### config.mk
export PLATFORM = sky130hd
export DESIGN_NAME = cache_fill_arbiter
export DESIGN_NICKNAME = d
export VERILOG_FILES = /design/src/rtl/cache_fill_arbiter.sv
export SDC_FILE = /design/constraint.sdc
export NUM_CORES = 1
export LEC_CHECK = 0
export BUFFER_PORTS_ARGS = -buffer_cell sky130_fd_sc_hd__buf_2
export CAP_MARGIN = 20
export CORE_MARGIN = 5
export CORE_UTILIZATION = 45
export CTS_BUF_LIST = sky130_fd_sc_hd__clkbuf_2
export DETAILED_ROUTE_END_ITERATION = 7
export PLACE_DENSITY = 0.87
export SYNTH_ARGS = -nofsm -noshare
export SYNTH_HDL_FRONTEND = slang
export SYNTH_SLANG_ARGS = --single-unit
export TNS_END_PERCENT = 5
### constraint.sdc
create_clock -name clk -period 2.8 [get_ports clk]
set_input_delay 0.28 -clock clk [delete_from_list [all_inputs] [get_ports clk]]
set_output_delay 0.28 -clock clk [all_outputs]
set_load 0.01 [all_outputs]
### src/rtl/cache_fill_arbiter.sv
// rtl/cache_fill_arbiter.sv - cache line-fill arbiter and memory sequencer; CACHE_FILL_ARBITER_ROUND_ROBIN_EN selects round-robin arbitration
module cache_fill_arbiter #(
    parameter int CHANNELS       = 2,
    parameter int ADDR_W         = 16,
    parameter int DATA_W         = 16,
    parameter int WORDS_PER_LINE = 8
) (
    input  logic                               clk,
    input  logic                               rst,
    input  logic [CHANNELS-1:0]                miss_req,
    input  logic [CHANNELS*ADDR_W-1:0]         miss_addr,
    output logic [CHANNELS-1:0]                miss_grant,
    output logic [CHANNELS-1:0]                miss_done,
    output logic                               mem_en,
    output logic [ADDR_W-1:0]                  mem_addr,
    input  logic [DATA_W-1:0]                  mem_data,
    input  logic                               mem_data_valid,
    output logic                               fill_wr,
    output logic [$clog2(WORDS_PER_LINE)-1:0]  fill_word,
    output logic [DATA_W-1:0]                  fill_data,
    output logic                               fill_tag_wr,
    output logic [ADDR_W-1:0]                  line_base
);
    localparam int WB    = $clog2(WORDS_PER_LINE);
    localparam int CNT_W = WB + 1;
    localparam int CW    = (CHANNELS > 1) ? $clog2(CHANNELS) : 1;
    localparam logic [CNT_W-1:0]  WPL       = CNT_W'(WORDS_PER_LINE);
    localparam logic [CNT_W-1:0]  LAST_WORD = CNT_W'(WORDS_PER_LINE - 1);
    localparam logic [ADDR_W-1:0] BASE_MASK = {ADDR_W{1'b1}} << (WB + 1);

    typedef enum logic [1:0] {S_IDLE, S_FILL, S_DONE} state_t;

    state_t            state;
    logic [CNT_W-1:0]  issue_cnt;
    logic [CNT_W-1:0]  recv_cnt;
    logic              win_found;
    logic [CW-1:0]     win_idx;
    logic [ADDR_W-1:0] win_addr;

`ifdef CACHE_FILL_ARBITER_ROUND_ROBIN_EN
    logic [CW-1:0] rr_ptr;
    logic [CW-1:0] gnt_idx;

    // Scan starts at the pointer and wraps, so the channel just served ranks last.
    always_comb begin
        int j;
        j         = 0;
        win_found = 1'b0;
        win_idx   = '0;
        for (int k = 0; k < CHANNELS; k++) begin
            j = int'(rr_ptr) + k;
            if (j >= CHANNELS) j = j - CHANNELS;
            if (!win_found && miss_req[j]) begin
                win_found = 1'b1;
                win_idx   = CW'(j);
            end
        end
    end
`else
    always_comb begin
        win_found = 1'b0;
        win_idx   = '0;
        for (int k = CHANNELS - 1; k >= 0; k--) begin
            if (miss_req[k]) begin
                win_found = 1'b1;
                win_idx   = CW'(k);
            end
        end
    end
`endif

    assign win_addr    = miss_addr[win_idx*ADDR_W +: ADDR_W];
    assign mem_en      = (state == S_FILL) && (issue_cnt < WPL);
    assign mem_addr    = mem_en ? (line_base + ADDR_W'({issue_cnt, 1'b0})) : '0;
    assign fill_wr     = (state == S_FILL) && mem_data_valid && (recv_cnt < WPL);
    assign fill_word   = fill_wr ? recv_cnt[WB-1:0] : '0;
    assign fill_data   = mem_data;
    assign miss_done   = (state == S_DONE) ? miss_grant : '0;
    assign fill_tag_wr = (state == S_DONE);

    always_ff @(posedge clk) begin
        if (rst) begin
            state      <= S_IDLE;
            issue_cnt  <= '0;
            recv_cnt   <= '0;
            miss_grant <= '0;
            line_base  <= '0;
`ifdef CACHE_FILL_ARBITER_ROUND_ROBIN_EN
            rr_ptr     <= '0;
            gnt_idx    <= '0;
`endif
        end else begin
            case (state)
                S_IDLE: begin
                    if (win_found) begin
                        miss_grant <= CHANNELS'(1) << win_idx;
                        line_base  <= win_addr & BASE_MASK;
                        state      <= S_FILL;
`ifdef CACHE_FILL_ARBITER_ROUND_ROBIN_EN
                        gnt_idx    <= win_idx;
`endif
                    end
                end
                S_FILL: begin
                    // Issue and return run independently; only the final return ends the fill.
                    if (mem_en) issue_cnt <= issue_cnt + 1'b1;
                    if (fill_wr) begin
                        recv_cnt <= recv_cnt + 1'b1;
                        if (recv_cnt == LAST_WORD) state <= S_DONE;
                    end
                end
                S_DONE: begin
                    issue_cnt  <= '0;
                    recv_cnt   <= '0;
                    miss_grant <= '0;
                    state      <= S_IDLE;
`ifdef CACHE_FILL_ARBITER_ROUND_ROBIN_EN
                    rr_ptr     <= (int'(gnt_idx) == CHANNELS - 1) ? '0 : gnt_idx + 1'b1;
`endif
                end
                default: state <= S_IDLE;
            endcase
        end
    end
endmodule

# == Yosys cells after proc, flatten, opt, wreduce, memory -nomap -nowiden ==
# Index checks and enable logic that the tools add are counted.
# classes
addsub,3
n_lt_le_gt_ge,2
n_eq_ne,7
n_shift,2
mux,16
n_reduce_logical,11
# ops
operator,n
variable part select 32 x 6 -> 16 bit,1
adder 16 x 5 -> 16 bit,1
two-way mux 16 bit,1
case mux 4 bit (2 select lines),2
two-way mux 2 bit,5
adder 4 x 1 -> 4 bit (second input constant),2
less-than comparator 4 bit (second input constant),2
two-way mux 4 bit,2
case mux 2 bit (2 select lines),2
AND reduction 2 bit,4
!= test 2 bit (second input constant),3
equality test 4 x 3 -> 1 bit (second input constant),1
nonzero test 2 bit,2
logical AND 1 bit,3
two-way mux 1 bit,3
two-way mux 3 bit,1
AND reduction 3 bit,1
equality test 2 x 1 -> 1 bit (second input constant),1
equality test 2 bit (second input constant),1
logical NOT 2 bit,1
!= test 2 x 1 -> 1 bit (second input constant),1
left shift 1 x 1 -> 2 bit (first input constant),1
# totals
reg_bits,24
in_bits,53
out_inout_bits,58
elab_cells,46

# == Depth between registers and ports, before layout ==
# logic_depth
depth_word,5
depth_mapped,6
ltp_nobuf,4

# == Worst setup path after synthesis ==
# No wires, ideal clock.
# synth_timing
path_kind,register to output
start,register line_base[4]
end,output port mem_addr[13]
arrival_time_ps,1467
required_ps,2520
setup_slack_ps,1053
stages_incl_launch_ff,5
n_path_buf,0
path_cell_list,dfxtp_1 > ha_1 > inv_1 > or4_1 > a21oi_1
# synth_between
elab_chain_len,2
# synth_lines
element,line_no,rtl
from (decl),22,output logic [ADDR_W-1:0] line_base
from (signal assigned),97,line_base <= win_addr & BASE_MASK;
adder 16 x 5 -> 16 bit,74,"assign mem_addr = mem_en ? (line_base + ADDR_W'({issue_cnt, 1'b0})) : '0;"
two-way mux 16 bit,74,
to (decl),15,"output logic [ADDR_W-1:0] mem_addr,"
# No other way between the ends.

# == Worst setup path in the final report ==
# layout_timing
start,register state[0]
end,output port mem_addr[11]
# layout_between
elab_chain_len,3
# layout_lines
element,line_no,rtl
from (decl),33,state_t state;
from (signal assigned),83,state <= S_IDLE;
from (signal assigned),98,state <= S_FILL;
from (signal assigned),109,if (recv_cnt == LAST_WORD) state <= S_DONE;
equality test 2 x 1 -> 1 bit,73,assign mem_en = (state == S_FILL) && (issue_cnt < WPL);
logical AND 1 bit,73,
two-way mux 16 bit,74,
# No other way between the ends.

==> metrics.txt <==
outcome=completed; post-layout util=0.532; # nets final=299; CTS tree=yes; n_diodes=0; Congestion Overflow GR=0; final wirelength=3.78 mm; Post-Synth Adder-Cell Area=0.0317; Worst Path Arrival=2.10 ns; largest family of logic cells by synthesized area=simple AND/OR/NAND/NOR gates; compound-cell area share of the yosys netlist=0.201; Routed met1 length=1.72 mm; First DRT Iteration DRCs=~100; Remaining DRCs=0; worst-path fanout max=14; Syn Area/Cell=a little under 8 um^2; crit path time final=around 2.4 ns; pin count of the biggest net entering global routing=19; Netlist cell types=38; period utilization=0.852; Seq/Total Area, Yosys=0.304; I/O Buffers=65; # Post-CTS Setup Buffers=0; Fin. Hold Viols=0; clk root buf=clkbuf_2; vias=around 1500; CP required=around 2.5 ns; Post-synth top flop=dfxtp_1; Synth area leader=dfxtp_1; simple-gate share of the synthesized area=0.230; uppermost layer routed=met4; Max Clk Rate=about 0.42 GHz; post-cts sizing count=0; Synth Register Bits=24; max-cap violations=0; post-place setup slack=0.819 ns; crit path launch type=flop; mux contribution to synthesized area=0.0190; Die Wd=69.2 um; DP Wirelength=around 3.0 mm; layout cells sized above 1=0.303; area share of the largest cell type after synthesis=0.304; H-tree levels=1; placed cells=roughly 280; worst vdd ir=0.189 mV; vias per inst=5.27; FILL cells=roughly 340; Hold WC Path Type=input pin to flop; I/O pins=111; DP Area=0.00177 mm^2; XOR/XNOR share of the synthesized area=0.0333; ys async rst share=0; # rows=21; clock slew at reported path FFs=0.21 ns; Setup TNS=0 ns; antenna viol nets, final=0; Slew Limit Fails=0; Worst Path Class, Setup=flop to primary output; final setup margin=0.415 ns; fin cells=around 290; DR WL met3=306 um; die area=0.00479 mm^2; Synth Cell Area=0.00158 mm^2; count of final setup violators=0; clock skew=0.00966 ns; Die Y=between 60 and 70 um; core area=0.00336 mm^2; CTS Hold Bufs=0; synth warn=0; unrepaired setup endpoints after global routing=no; Clock Latency Late Sink=0.33 ns; PD cells=around 440 mW/mm^2; wire per inst=approximately 13 um; Starting Density=0.469; total track usage=0.152; CTS max path bufs=2; antenna violations before repair=0; global-route wire length before repair=about 6.3 mm; LEAKAGE=0.831 nW; crit end category=primary output; Post-synth EDFFs=0; TritonRoute pass-1 iters=4; fin area=~0.0018 mm^2; CTS Buf Count=3; Area growth syn-to-layout=13.3%; Mapped Cells=200; vias in the first global route=1381; met2 wire length=between 1.5 and 2 mm; leading cell types by total area after synthesis=dfxtp_1 30%, buf_4 11%, a221oi_1 6.1%; Sink Count=24; routability cong.=0.798
[critical path: stages, from the launching register on]
cell and delay (ns):
dfxtp_1 0.55, or3b_1 0.57, inv_2 0.25, nand2_1 0.08
mux2i_1 0.16, buf_2 0.16
[stage by stage]
stage	hold WS [ns]	total power, mW
6_report	0.255	0.786
3_3_place_gp	0.453	0.658
2_1_floorplan	0.433	0.607
4_1_cts	0.249	0.790
5_1_grt	0.247	0.836
3_5_place_dp	0.474	0.664
[metal layers]
metal  vias up  global-route usage
li1        766                   -
met1       676               0.200
met2        68               0.246
met3         2              0.0348
met4         0              0.0477
met5         -                   0
[state kept, by name, indices dropped and copies added (netlist names)]
| signal | flops |
|---|---|
| issue_cnt | 4 |
| line_base | 12 |
| miss_grant | 2 |
| recv_cnt | 4 |
| state | 2 |
[power by group]
group / switching [mW] / internal [mW]
combinational: 0.133 / 0.103
sequential: 0.0445 / 0.376
clock: 0.0980 / 0.0311
[Yosys cell counts (3+ instances only)]
| cell | number |
|---|---|
| nand2_1 | 11 |
| clkbuf_1 | 7 |
| ha_1 | 4 |
| nand4_1 | 4 |
| dfxtp_1 | 24 |
| o2bb2ai_1 | 4 |
| nor2_1 | 14 |
| and2_1 | 10 |
| nor2b_1 | 3 |
| a21oi_1 | 10 |
| a221oi_1 | 11 |
| nand2b_1 | 4 |
| mux2i_1 | 3 |
| nand3_1 | 4 |
| buf_2 | 3 |
| o21ai_0 | 5 |
| inv_1 | 16 |
| xnor2_1 | 6 |
| buf_4 | 23 |
| o22ai_1 | 9 |
| o31ai_1 | 4 |
[cell type report]
type | count | area (um^2) | share of cell area
Multi-Input combinational cell | 129 | 832 | 0.465
Sequential cell | 24 | 480 | 0.269
Tap cell | 46 | 57.6 | 0.0322
Clock inverter | 1 | 3.75 | 0.00210
Timing Repair Buffer | 66 | 333 | 0.186
Clock buffer | 3 | 15.0 | 0.00839
Inverter | 18 | 67.6 | 0.0378
[placed cells by master, fill, tap and decap left out, types with 2 or more instances in the layout]
master,instances
xnor2_1,6
dfxtp_1,24
or4_1,2
clkbuf_2,3
ha_1,4
or3_1,2
and2_1,10
o21ai_0,5
o31ai_1,4
a21oi_1,10
nand3_1,4
nand2_1,11
o22ai_1,9
nor4_1,2
nand4_1,4
clkinv_1,2
a41oi_1,2
mux2i_1,3
buf_2,65
a221oi_1,11
inv_1,16
conb_1,5
nor2_1,14
o2bb2ai_1,4
nor2b_1,3
nand2b_1,4
[cells by family after synthesis]
| group | Yosys count |
|---|---|
| AOI/OAI and AO/OA | 46 |
| xor gates and xnor gates | 6 |
| adders and majority gates | 4 |
| buffers and inverters | 51 |
| DFF | 24 |
| muxes | 3 |
| other | 1 |
| and+or+nand+nor | 65 |
[worst paths after layout]
kind	from	slack, ns	endpoint	cells past startpoint
setup / recovery	state[0]$_SDFFE_PP0P_	0.42	mem_addr[11]	5
hold / removal	miss_addr[21]	0.25	line_base[5]$_SDFFE_PP0P_	3
setup reg to reg	state[0]$_SDFFE_PP0P_	1.12	issue_cnt[2]$_SDFFE_PP0P_	3
hold reg to reg	recv_cnt[3]$_SDFFE_PP0P_	0.51	recv_cnt[3]$_SDFFE_PP0P_	2
(Power assumes the default switching activity.)
